[src/rtl/rename_free_list.sv]
// Purpose: circular free list of physical rename tags; up to 2 offered / 2 reclaimed per cycle, one flush checkpoint.
// Latency: offers are combinational from state; pops, pushes and flush restores are visible the cycle after.
// Backpressure: all-or-nothing offer returns tag 0 when the pair cannot be served; pushes into a full list are dropped.
module rename_free_list #(
    parameter int TAG_WIDTH = 6,
    parameter int FIRST_TAG = 32,
    parameter int NUM_TAGS  = 32
) (
    input  logic                       clk,
    input  logic                       rst_n,
    input  logic [1:0]                 alloc_req,
    input  logic                       alloc_commit,
    output logic [TAG_WIDTH-1:0]       alloc_tag_0,
    output logic [TAG_WIDTH-1:0]       alloc_tag_1,
    input  logic                       checkpoint_save,
    input  logic                       checkpoint_slot,
    input  logic                       flush,
    input  logic [1:0]                 free_valid,
    input  logic [TAG_WIDTH-1:0]       free_tag_0,
    input  logic [TAG_WIDTH-1:0]       free_tag_1,
    output logic [$clog2(NUM_TAGS):0]  free_count,
    output logic                       overflow_err
);
    localparam int IDX_W = $clog2(NUM_TAGS);
    localparam int PTR_W = IDX_W + 1;

    logic [TAG_WIDTH-1:0] storage [NUM_TAGS];
    logic [PTR_W-1:0]     head, tail, ckpt_head;
    logic                 ckpt_valid;

    logic [PTR_W-1:0]     need, room, n_push;
    logic                 can_serve;
    logic [IDX_W-1:0]     head_idx, head_nxt_idx, tail_idx, tail_nxt_idx;
    logic                 want0, want1, acc0, acc1, drop;

    assign free_count   = tail - head;
    assign need         = PTR_W'(alloc_req[0]) + PTR_W'(alloc_req[1]);
    assign can_serve    = (need <= free_count);
    assign head_idx     = head[IDX_W-1:0];
    assign head_nxt_idx = head_idx + IDX_W'(1);

    always_comb begin
        alloc_tag_0 = '0;
        alloc_tag_1 = '0;
        if (can_serve) begin
            case (alloc_req)
                2'b01: alloc_tag_0 = storage[head_idx];
                2'b10: alloc_tag_1 = storage[head_idx];
                2'b11: begin
                    alloc_tag_0 = storage[head_idx];
                    alloc_tag_1 = storage[head_nxt_idx];
                end
                default: ;
            endcase
        end
    end

    // Room is judged against the occupancy at the start of the cycle; same-cycle pops do not make space.
    assign room         = PTR_W'(NUM_TAGS) - free_count;
    assign want0        = free_valid[0] && (free_tag_0 != '0);
    assign want1        = free_valid[1] && (free_tag_1 != '0);
    assign acc0         = want0 && (room != '0);
    assign acc1         = want1 && (room > PTR_W'(acc0));
    assign drop         = (want0 && !acc0) || (want1 && !acc1);
    assign n_push       = PTR_W'(acc0) + PTR_W'(acc1);
    assign tail_idx     = tail[IDX_W-1:0];
    assign tail_nxt_idx = tail_idx + IDX_W'(acc0);

    always_ff @(posedge clk or negedge rst_n) begin
        if (!rst_n) begin
            for (int i = 0; i < NUM_TAGS; i++) begin
                storage[i] <= TAG_WIDTH'(FIRST_TAG + i);
            end
            head         <= '0;
            tail         <= PTR_W'(NUM_TAGS);
            ckpt_head    <= '0;
            ckpt_valid   <= 1'b0;
            overflow_err <= 1'b0;
        end else begin
            if (acc0) storage[tail_idx]     <= free_tag_0;
            if (acc1) storage[tail_nxt_idx] <= free_tag_1;
            tail <= tail + n_push;
            if (drop) overflow_err <= 1'b1;

            // Flush wins over the resolver's commit and checkpoint in the same cycle.
            if (flush) begin
                if (ckpt_valid) begin
                    head       <= ckpt_head;
                    ckpt_valid <= 1'b0;
                end
            end else if (alloc_commit) begin
                if (can_serve) head <= head + need;
                if (checkpoint_save) begin
                    ckpt_head  <= head + (checkpoint_slot ? need : PTR_W'(alloc_req[0]));
                    ckpt_valid <= 1'b1;
                end
            end
        end
    end
endmodule

[config.mk]
export PLATFORM = sky130hd
export DESIGN_NAME = rename_free_list
export DESIGN_NICKNAME = d
export VERILOG_FILES = /design/src/rtl/rename_free_list.sv
export SDC_FILE = /design/constraint.sdc
export NUM_CORES = 1
export LEC_CHECK = 0
export ABC_AREA = 1
export CAP_MARGIN = 40
export CORE_MARGIN = 3
export CORE_UTILIZATION = 51
export DETAILED_ROUTE_END_ITERATION = 6
export DONT_BUFFER_PORTS = 1
export PLACE_DENSITY_LB_ADDON = 0.3
export SLEW_MARGIN = 20
export SYNTH_ARGS = -nofsm -noshare
export SYNTH_HDL_FRONTEND = slang
export SYNTH_SLANG_ARGS = --single-unit
[constraint.sdc]
create_clock -name clk -period 6.43 [get_ports clk]
set_clock_uncertainty 0.05 [all_clocks]
set_input_delay 0.9645 -clock clk [delete_from_list [all_inputs] [get_ports clk]]
set_output_delay 0.9645 -clock clk [all_outputs]
set_load 0.03 [all_outputs]
# == After elaboration in Yosys (flattened, before gate mapping) ==
# Index checks and enable logic that the tools add are counted.
# word_totals
mem_count,0
mem_bits_ro,0
ff_bits,212
latchBits,0
mem_bits_rw,0
word_cells,110
inputBits,22
# op_classes
addsub,9
n_reduce_logical,21
shifts,0
mul,0
mux,26
n_eq_ne,4
n_div,0
n_lt_le_gt_ge,8
n_bitwise,5
# op_table
op,count
192-bit bitwise mux,2
192-bit 2-to-1 mux,2
6-bit 2-to-1 mux,13
6-bit binary-select mux with 5-bit select,2
6-bit demux with 5-bit select,2
"6-bit >= comparator, second input constant",4
5-bit inverter with 6-bit output,4
6-bit by 2-bit adder with 6-bit output,3
6-bit nonzero test,3
"6-bit by 1-bit less-than comparator with 1-bit output, second input constant",2
6-bit case mux with 2 select lines,1
1-bit logical AND,8
6-bit by 1-bit greater-than comparator with 1-bit output,1
2-bit by 6-bit less-or-equal comparator with 1-bit output,1
3-bit AND reduction,2
2-bit nonzero test,3
6-bit subtractor,1
"6-bit subtractor, first input constant",1
5-bit by 1-bit adder with 5-bit output,1
"5-bit by 1-bit adder with 5-bit output, second input constant",1
1-bit by 1-bit adder with 2-bit output,2
"2-bit == test, second input constant",2
1-bit 2-to-1 mux,3
"2-bit by 1-bit == test with 1-bit output, second input constant",1
7 further kinds,8

# == Logic depth before layout (Yosys ltp) ==
# Gate-level depths: netlist of the first run.
# logic_depth
depth_word,12
mapped_depth,30
depth_no_buf,28

# == Least setup slack after synthesis of the first run ==
# No wires, ideal clock.
# synth_timing
path_kind,reg-to-reg
startpoint,register head[1]
endpoint,register tail[5]
stages_incl_launch_ff,29
path_buffers,5
synth_period_minus_slack_ns,4.856
path_slack_ns,1.574
setup_ns,0.075
arrival_ns,4.731
path_cell_list,dfrtp_1 clkbuf_1 inv_1 buf_2 buf_1 fa_1 inv_1 ha_1 inv_1 nor2_1 nand3_1 nand2_1 nand2_1 inv_2 nand3_2 nand2_2 buf_2 inv_1 ha_1 nor2_1 nor2_1 nand3_2 buf_6 nand2_1 fa_1 inv_1 nand3_1 nor3_1 xor2_1
# synth_via
elab_chain_len,8
# synth_rtl
element,line,text
start: declaration,28,"logic [PTR_W-1:0] head, tail, ckpt_head;"
start signal: assignment,88,head <= ckpt_head;
start signal: assignment,92,if (can_serve) head <= head + need;
6-bit subtractor *,36,assign free_count = tail - head;
net free_count[1],21,"output logic [$clog2(NUM_TAGS):0] free_count,"
6-bit subtractor *,59,assign room = PTR_W'(NUM_TAGS) - free_count;
6-bit nonzero test,62,assign acc0 = want0 && (room != '0);
1-bit logical AND,62,
6-bit by 1-bit greater-than comparator with 1-bit output,63,assign acc1 = want1 && (room > PTR_W'(acc0));
1-bit logical AND,63,
1-bit by 1-bit adder with 2-bit output *,65,assign n_push = PTR_W'(acc0) + PTR_W'(acc1);
6-bit by 2-bit adder with 6-bit output *,82,tail <= tail + n_push;
end signal: assignment,75,tail <= PTR_W'(NUM_TAGS);
end signal: assignment,82,
end: declaration,28,
# Mark *: on every way through the listed nets, which the timed path passes. The rest lies on a longest branch.
# A chain may end at the register's enable or synchronous reset.

# == Worst setup path in the final report of the first run ==
# layout_timing
startpoint,register tail[0]
endpoint,register storage[12] in the netlist's numbering
# layout_via
elab_chain_len,12
# layout_rtl
element,line,text
6-bit subtractor *,36,
net free_count[1],21,
6-bit subtractor *,59,
6-bit nonzero test,62,
1-bit logical AND,62,
5-bit by 1-bit adder with 5-bit output,67,assign tail_nxt_idx = tail_idx + IDX_W'(acc0);
5-bit inverter with 6-bit output (not written as such),81,if (acc1) storage[tail_nxt_idx] <= free_tag_1;
6-bit >= comparator (not written as such) or 6-bit by 1-bit less-than comparator with 1-bit output (tied branches),81,
1-bit logical AND (not written as such),81,
6-bit 2-to-1 mux (not written as such),81,
6-bit demux with 5-bit select,81,
192-bit bitwise mux,81,
192-bit 2-to-1 mux *,81,
end signal: indexed assignment,72,storage[i] <= TAG_WIDTH'(FIRST_TAG + i);
end signal: indexed assignment,80,if (acc0) storage[tail_idx] <= free_tag_0;
end signal: indexed assignment,81,
end: declaration,27,logic [TAG_WIDTH-1:0] storage [NUM_TAGS];
# Marks and branches as above.

==> results of run 1 <==
[cell type report]
type | instances | area [um2] | area share [%]
flip-flops and latches | 212 | 5450 | 27.9
multi-input cells | 2247 | 10700 | 54.9
inverters | 375 | 1420 | 7.23
clock inverters | 13 | 98.8 | 0.505
clock buffers | 38 | 820 | 4.19
repair buffers | 47 | 473 | 2.42
well taps | 461 | 577 | 2.95
[report_power, final]
part	internal (W)	switching [W]	total (W)
clock	0.000927	0.000659	0.00159
sequential	0.00204	0.000593	0.00263
combinational	0.00210	0.00485	0.00696
[cells in the mapped netlist]
cell | count | share of area (%)
nand2_1 | 908 | 18
nand3_1 | 509 | 14
o21ai_0 | 403 | 11
inv_1 | 338 | 6.8
a21oi_1 | 147 | 4.0
clkbuf_1 | 139 | 2.8
nor2_1 | 129 | 2.6
dfstp_2 | 113 | 16
dfrtp_1 | 99 | 13
o211ai_1 | 46 | 1.9
inv_2 | 35 | 0.71
buf_2 | 31 | 0.84
buf_1 | 28 | 0.57
ha_1 | 20 | 1.3
nand3_4 | 20 | 1.9
xor2_1 | 15 | 0.71
buf_6 | 13 | 0.79
o22ai_1 | 11 | 0.37
nand3_2 | 10 | 0.54
buf_4 | 7 | 0.28
nor3_1 | 6 | 0.16
a31oi_1 | 4 | 0.13
fa_1 | 4 | 0.43
o21ai_1 | 3 | 0.081
clkinv_1 | 2 | 0.041
nand2_2 | 2 | 0.067
nand4_1 | 2 | 0.067
o311ai_0 | 2 | 0.095
buf_8 | 1 | 0.081
mux2_2 | 1 | 0.061
nor2_4 | 1 | 0.061
nor4_1 | 1 | 0.034
o221ai_1 | 1 | 0.047
o41ai_1 | 1 | 0.047
xnor2_1 | 1 | 0.047
[cell families (layout without fill, tap and decap cells)]
family	Yosys count	in the layout	synth area share [%]
XOR/XNOR	16	16	0.756
AO/OA/AOI/OAI	618	618	17.5
AND/OR/NAND/NOR	1588	1588	37.6
flip-flops	212	212	29.4
multiplexers	1	1	0.0607
adder cells (fa/ha/maj)	24	24	1.78
buffers and inverters	594	473	13.0
[flip-flops by register name, summed over array words and instances, names as in the netlist]
name	flops
ckpt_head	6
ckpt_valid	1
storage	192
tail	6
overflow_err	1
head	6
[metal layers]
layer,routed length (um),global-route usage (%),up-vias
met3,7940,7.18,263
met4,4390,18.4,0
met1,27300,47.0,9572
met5,0,0,-
li1,-,-,9610
met2,29900,53.3,1185
[worst min-delay path by stage]
| stage | start | to | slack [ns] | depth (start not counted) |
|---|---|---|---|---|
| after floorplan | ckpt_valid$_DFFE_PN0P_ | ckpt_valid$_DFFE_PN0P_ | 0.40 | 2 |
| after global placement | ckpt_valid$_DFFE_PN0P_ | ckpt_valid$_DFFE_PN0P_ | 0.42 | 2 |
| after detailed placement | ckpt_head[4]$_DFFE_PN0P_ | ckpt_head[4]$_DFFE_PN0P_ | 0.43 | 2 |
| after CTS | rst_n | storage[86]$_DFF_PN0_ | 0.03 | 0 |
| after global routing | rst_n | storage[67]$_DFF_PN0_ | 0.03 | 0 |
| final | rst_n | storage[51]$_DFF_PN0_ | 0.04 | 0 |
[through the flow]
stage	power, W	worst slack [ns]	area (um2)
after CTS	0.0110	0.648	19600
after detailed placement	0.00936	0.706	18600
after floorplan	0.00742	1.57	18500
after global placement	0.00910	0.780	18400
final	0.0112	0.482	19600
after global routing	0.0120	0.220	19600
==> flow_metrics.py, run 1 <==
metrics = {
    "die": {
        "rows": 69,
        "die_h_um": 197,
        "core_area_um2": 35700,
        "top_level_ports": 41,
        "start_util_pct": 52.0,
        "dieArea_um2": 38700,
        "fp.dieW_um": 197,
    },
    "place": {
        "post-dp-hpwl_mm": 44.5,
        "place.gp.congestion": 0.978,
        "portBuffers": 0,
        "dp.cells": 3340,
    },
    "worst_setup_path": {
        "path_cells": "inv_1, ha_1, inv_1, fa_1, inv_1, ha_1, xor2_1, nand3_1, nor2_1, nand3_4, nand2_8, inv_1, ha_1, ha_1, xnor2_1, inv_1, nand2_1, nor2_1, nand3_1, inv_1, nand2_1, nand2_1, inv_1",
        "reg2reg_depth": 23,
        "cpMaxStageDelayCell": "fa_1",
        "critPathMaxStageDelay_ns": 0.71,
        "r2r_slack_ns": 0.48,
        "endpoint": "storage[12]$_DFF_PN1_",
        "cp-end-kind": "flop",
        "critPathMostFrequentCell": "inv_1",
        "cp_top_family": "simple AND/OR/NAND/NOR gates",
        "critPathKind": "reg -> reg",
        "crit_buf_inv": 7,
        "arrival_ns": 6.42,
        "required_ns": 6.90,
        "worstSetupStartpointType": "flop",
        "regToRegStartpoint": "tail[0]$_DFF_PN0_",
        "worstPathMaxFanout": 45,
        "cp-startpoint": "tail[0]$_DFF_PN0_",
        "reg2reg_to": "storage[12]$_DFF_PN1_",
        "cp_num_cells": 23,
    },
    "grt": {
        "grt_pass1_wl_mm": 107,
        "first_global_vias": 18800,
        "overflow": 0,
        "track_usage_pct": 34.9,
        "antenna_found_initial": 0,
        "grt_max_degree": 213,
    },
    "drt": {
        "vias": 20600,
        "wl_mm": 69.6,
        "drcViolationCount": 0,
        "viasPerCell": 6.08,
        "drtPass1Iterations": 7,
        "ant_nets": 0,
        "drtIter0Drc": 2653,
        "post_drt_wl_per_cell_um": 20.5,
    },
    "min_path": {
        "hold_path.class": "in -> async",
    },
    "logic_synthesis": {
        "yosys_warnings": 0,
        "syn-instance-count": 3053,
        "syn_area_per_cell_um2": 6.07,
        "syn-num-nets": 3099,
        "synth_area_um2": 18500,
        "ys_ff_latch": 212,
        "synth_cell_type_count": 35,
        "ys_seq_area_share_pct": 29.4,
    },
    "pwr": {
        "p_leak_nw": 9.66,
        "peakVddDrop_mv": 0.419,
        "power_density_nw_per_um2": 571,
    },
    "cells_and_area": {
        "drive_gt1_share_pct": 9.69,
        "area_growth_pct": 5.58,
        "final_cell_mix": "nand2_1 (908), nand3_1 (509), o21ai_0 (403)",
        "mostFrequentLayoutCell": "nand2_1",
        "fin_util_pct": 54.9,
        "instances_no_fill": 3393,
        "nNetsFinal": 2957,
        "fillers": 3523,
        "antenna_cells": 0,
    },
    "clock_network": {
        "cts_resized": 0,
        "cts_tree": "done",
        "cts_buffers": 28,
        "hold_buffers": 0,
        "clk_latency_ns": 0.57,
        "root_buffer": "clkbuf_16",
        "cts.path.max_buffers": 3,
        "postCtsSetupBuffers": 0,
        "htreeDepth": 1,
        "clk_pin_slew_ns": 0.06,
        "clock-sinks": 212,
    },
    "sta": {
        "hold_viol": 0,
        "max_clock_freq_mhz": 168,
        "tightest_slew_ns": 1.02,
        "slew-limit-headroom_pct": 31.8,
        "final-setup-viol-count": 0,
        "period_needed_ns": 5.95,
        "drv_slew": 0,
        "rsz0062_at_grt": "no",
        "setup-tns-final_ns": 0,
        "period_share_pct": 92.5,
        "hold_slack_ns": 0.0395,
    },
    "run": {
        "cap_violations": 0,
    },
    "run_status": {
        "status": "finished clean",
    },
}
(Power assumes the default switching activity.)
==> run 2, diff against run 1 <==
==> constraint.sdc (replaced) <==
create_clock -name clk -period 7.48 [get_ports clk]
set_clock_uncertainty 0.05 [all_clocks]
set_input_delay 1.122 -clock clk [delete_from_list [all_inputs] [get_ports clk]]
set_output_delay 1.122 -clock clk [all_outputs]
set_load 0.03 [all_outputs]
==> run 2 against run 1 <==
Net effect: the flow now finishes with violations (DRC); utilization down 0.41 points; wire length about the same; via count about the same; flip-flop and latch count is the same; clock power decreased by 23%; highest routed layer unchanged.
==> flow_metrics.py, run 2 (synthesis gave the netlist of run 1 again) <==
metrics = {
    "drt": {
        "wl_mm": 69.6,
        "drcViolationCount": 10,
        "vias": 20600,
        "drtIter0Drc": 2721,
        "drtPass1Iterations": 7,
        "ant_nets": 0,
        "post_drt_wl_per_cell_um": 20.6,
        "viasPerCell": 6.09,
    },
    "die": {
        "fp.dieW_um": 197,
        "start_util_pct": 52.0,
        "core_area_um2": 35700,
        "rows": 69,
        "top_level_ports": 41,
        "die_h_um": 197,
        "dieArea_um2": 38700,
    },
    "sta": {
        "period_needed_ns": 5.83,
        "drv_slew": 0,
        "setup-tns-final_ns": 0,
        "period_share_pct": 77.9,
        "slew-limit-headroom_pct": 41.5,
        "hold_viol": 0,
        "max_clock_freq_mhz": 172,
        "final-setup-viol-count": 0,
        "rsz0062_at_grt": "no",
        "tightest_slew_ns": 0.874,
    },
    "clock_network": {
        "cts_buffers": 27,
        "htreeDepth": 1,
        "hold_buffers": 0,
        "clock-sinks": 212,
        "cts_tree": "done",
        "postCtsSetupBuffers": 0,
        "cts.path.max_buffers": 3,
        "clk_latency_ns": 0.57,
        "clk_pin_slew_ns": 0.06,
        "cts_resized": 0,
        "root_buffer": "clkbuf_16",
    },
    "place": {
        "post-dp-hpwl_mm": 43.6,
        "portBuffers": 0,
        "place.gp.congestion": 0.932,
        "dp.cells": 3335,
    },
    "grt": {
        "grt_max_degree": 213,
        "track_usage_pct": 35.1,
        "first_global_vias": 18800,
        "grt_pass1_wl_mm": 108,
        "antenna_found_initial": 0,
        "overflow": 0,
    },
    "cells_and_area": {
        "fillers": 3561,
        "largest_reg_flops": 192,
        "area_growth_pct": 4.79,
        "drive_gt1_share_pct": 8.92,
        "final_cell_mix": "nand2_1 (908), nand3_1 (509), o21ai_0 (403)",
        "mostFrequentLayoutCell": "nand2_1",
        "antenna_cells": 0,
        "largest_register": "storage",
        "instances_no_fill": 3387,
        "nNetsFinal": 2952,
    },
    "worst_setup_path": {
        "cp-end-kind": "primary output",
        "arrival_ns": 4.65,
        "critPathKind": "reg -> out",
        "worstSetupStartpointType": "flop",
        "required_ns": 6.31,
        "worstPathMaxFanout": 84,
    },
    "run": {
        "cap_violations": 0,
    },
    "run_status": {
        "failed_checks": "DRC",
        "status": "finished with violations",
    },
    "pwr": {
        "power_density_nw_per_um2": 487,
        "peakVddDrop_mv": 0.332,
        "p_leak_nw": 9.55,
    },
    "min_path": {
        "hold_path.class": "in -> async",
    },
}
## run 2: final cells by class
class / instances / area, um2 / area share, %
clock buffer: 48 / 764 / 3.94
clock inverter: 1 / 5.00 / 0.0258
inverter: 375 / 1420 / 7.29
timing repair buffer: 43 / 475 / 2.45
sequential: 212 / 5450 / 28.1
multi-input combinational: 2247 / 10700 / 55.3
tap: 461 / 577 / 2.97
## run 2: per-layer routing
metal	global-route usage (%)	share of wire [%]	vias up
li1	-	-	9615
met1	48.3	40	9455
met2	52.3	42	1303
met3	7.66	13	258
met4	17.7	5.6	0
met5	0	0	-
## run 2: worst max-delay path, stage by stage (launching register included)
cell     delay (ns)
dfrtp_4        0.95
ha_1           0.27
inv_1          0.08
fa_1           0.72
inv_1          0.14
ha_1           0.34
nand2_1        0.07
nand3_1        0.07
nor2_1         0.09
nand3_1        0.08
nor2_1         0.61
inv_1          0.10
o21ai_1        0.17
buf_4          0.23
nor2_1         0.17
## run 2: power breakdown
group | switching (W) | internal, W
combinational | 0.00409 | 0.00181
clock | 0.000538 | 0.000681
sequential | 0.000593 | 0.00175
## run 2: worst paths after layout
| kind | cells after the start | startpoint | slack (ns) | to |
|---|---|---|---|---|
| min in group clk | 2 | ckpt_head[5]$_DFFE_PN0P_ | 0.44 | ckpt_head[5]$_DFFE_PN0P_ |
| min reg2reg | 2 | ckpt_head[5]$_DFFE_PN0P_ | 0.44 | ckpt_head[5]$_DFFE_PN0P_ |
| max in group asynchronous | 0 | rst_n | 6.71 | storage[8]$_DFF_PN1_ |
| max | 14 | head[0]$_DFFE_PN0P_ | 1.65 | alloc_tag_0[0] |
| min | 0 | rst_n | 0.20 | storage[57]$_DFF_PN0_ |
| max reg2reg | 21 | head[0]$_DFFE_PN0P_ | 2.14 | tail[5]$_DFF_PN1_ |
## run 2: metrics by stage
step | util, % | cell area (um2) | power, W | worst slack [ns] | hold slack (ns)
after floorplan | - | 18500 | 0.00638 | 2.62 | 0.400
after global placement | 51.6 | 18400 | 0.00777 | 2.05 | 0.415
after detailed placement | 52.2 | 18600 | 0.00799 | 2.10 | 0.433
after CTS | 54.3 | 19400 | 0.00925 | 1.47 | 0.193
after global routing | 54.5 | 19400 | 0.0102 | 1.45 | 0.192
final | 54.5 | 19400 | 0.00946 | 1.65 | 0.201
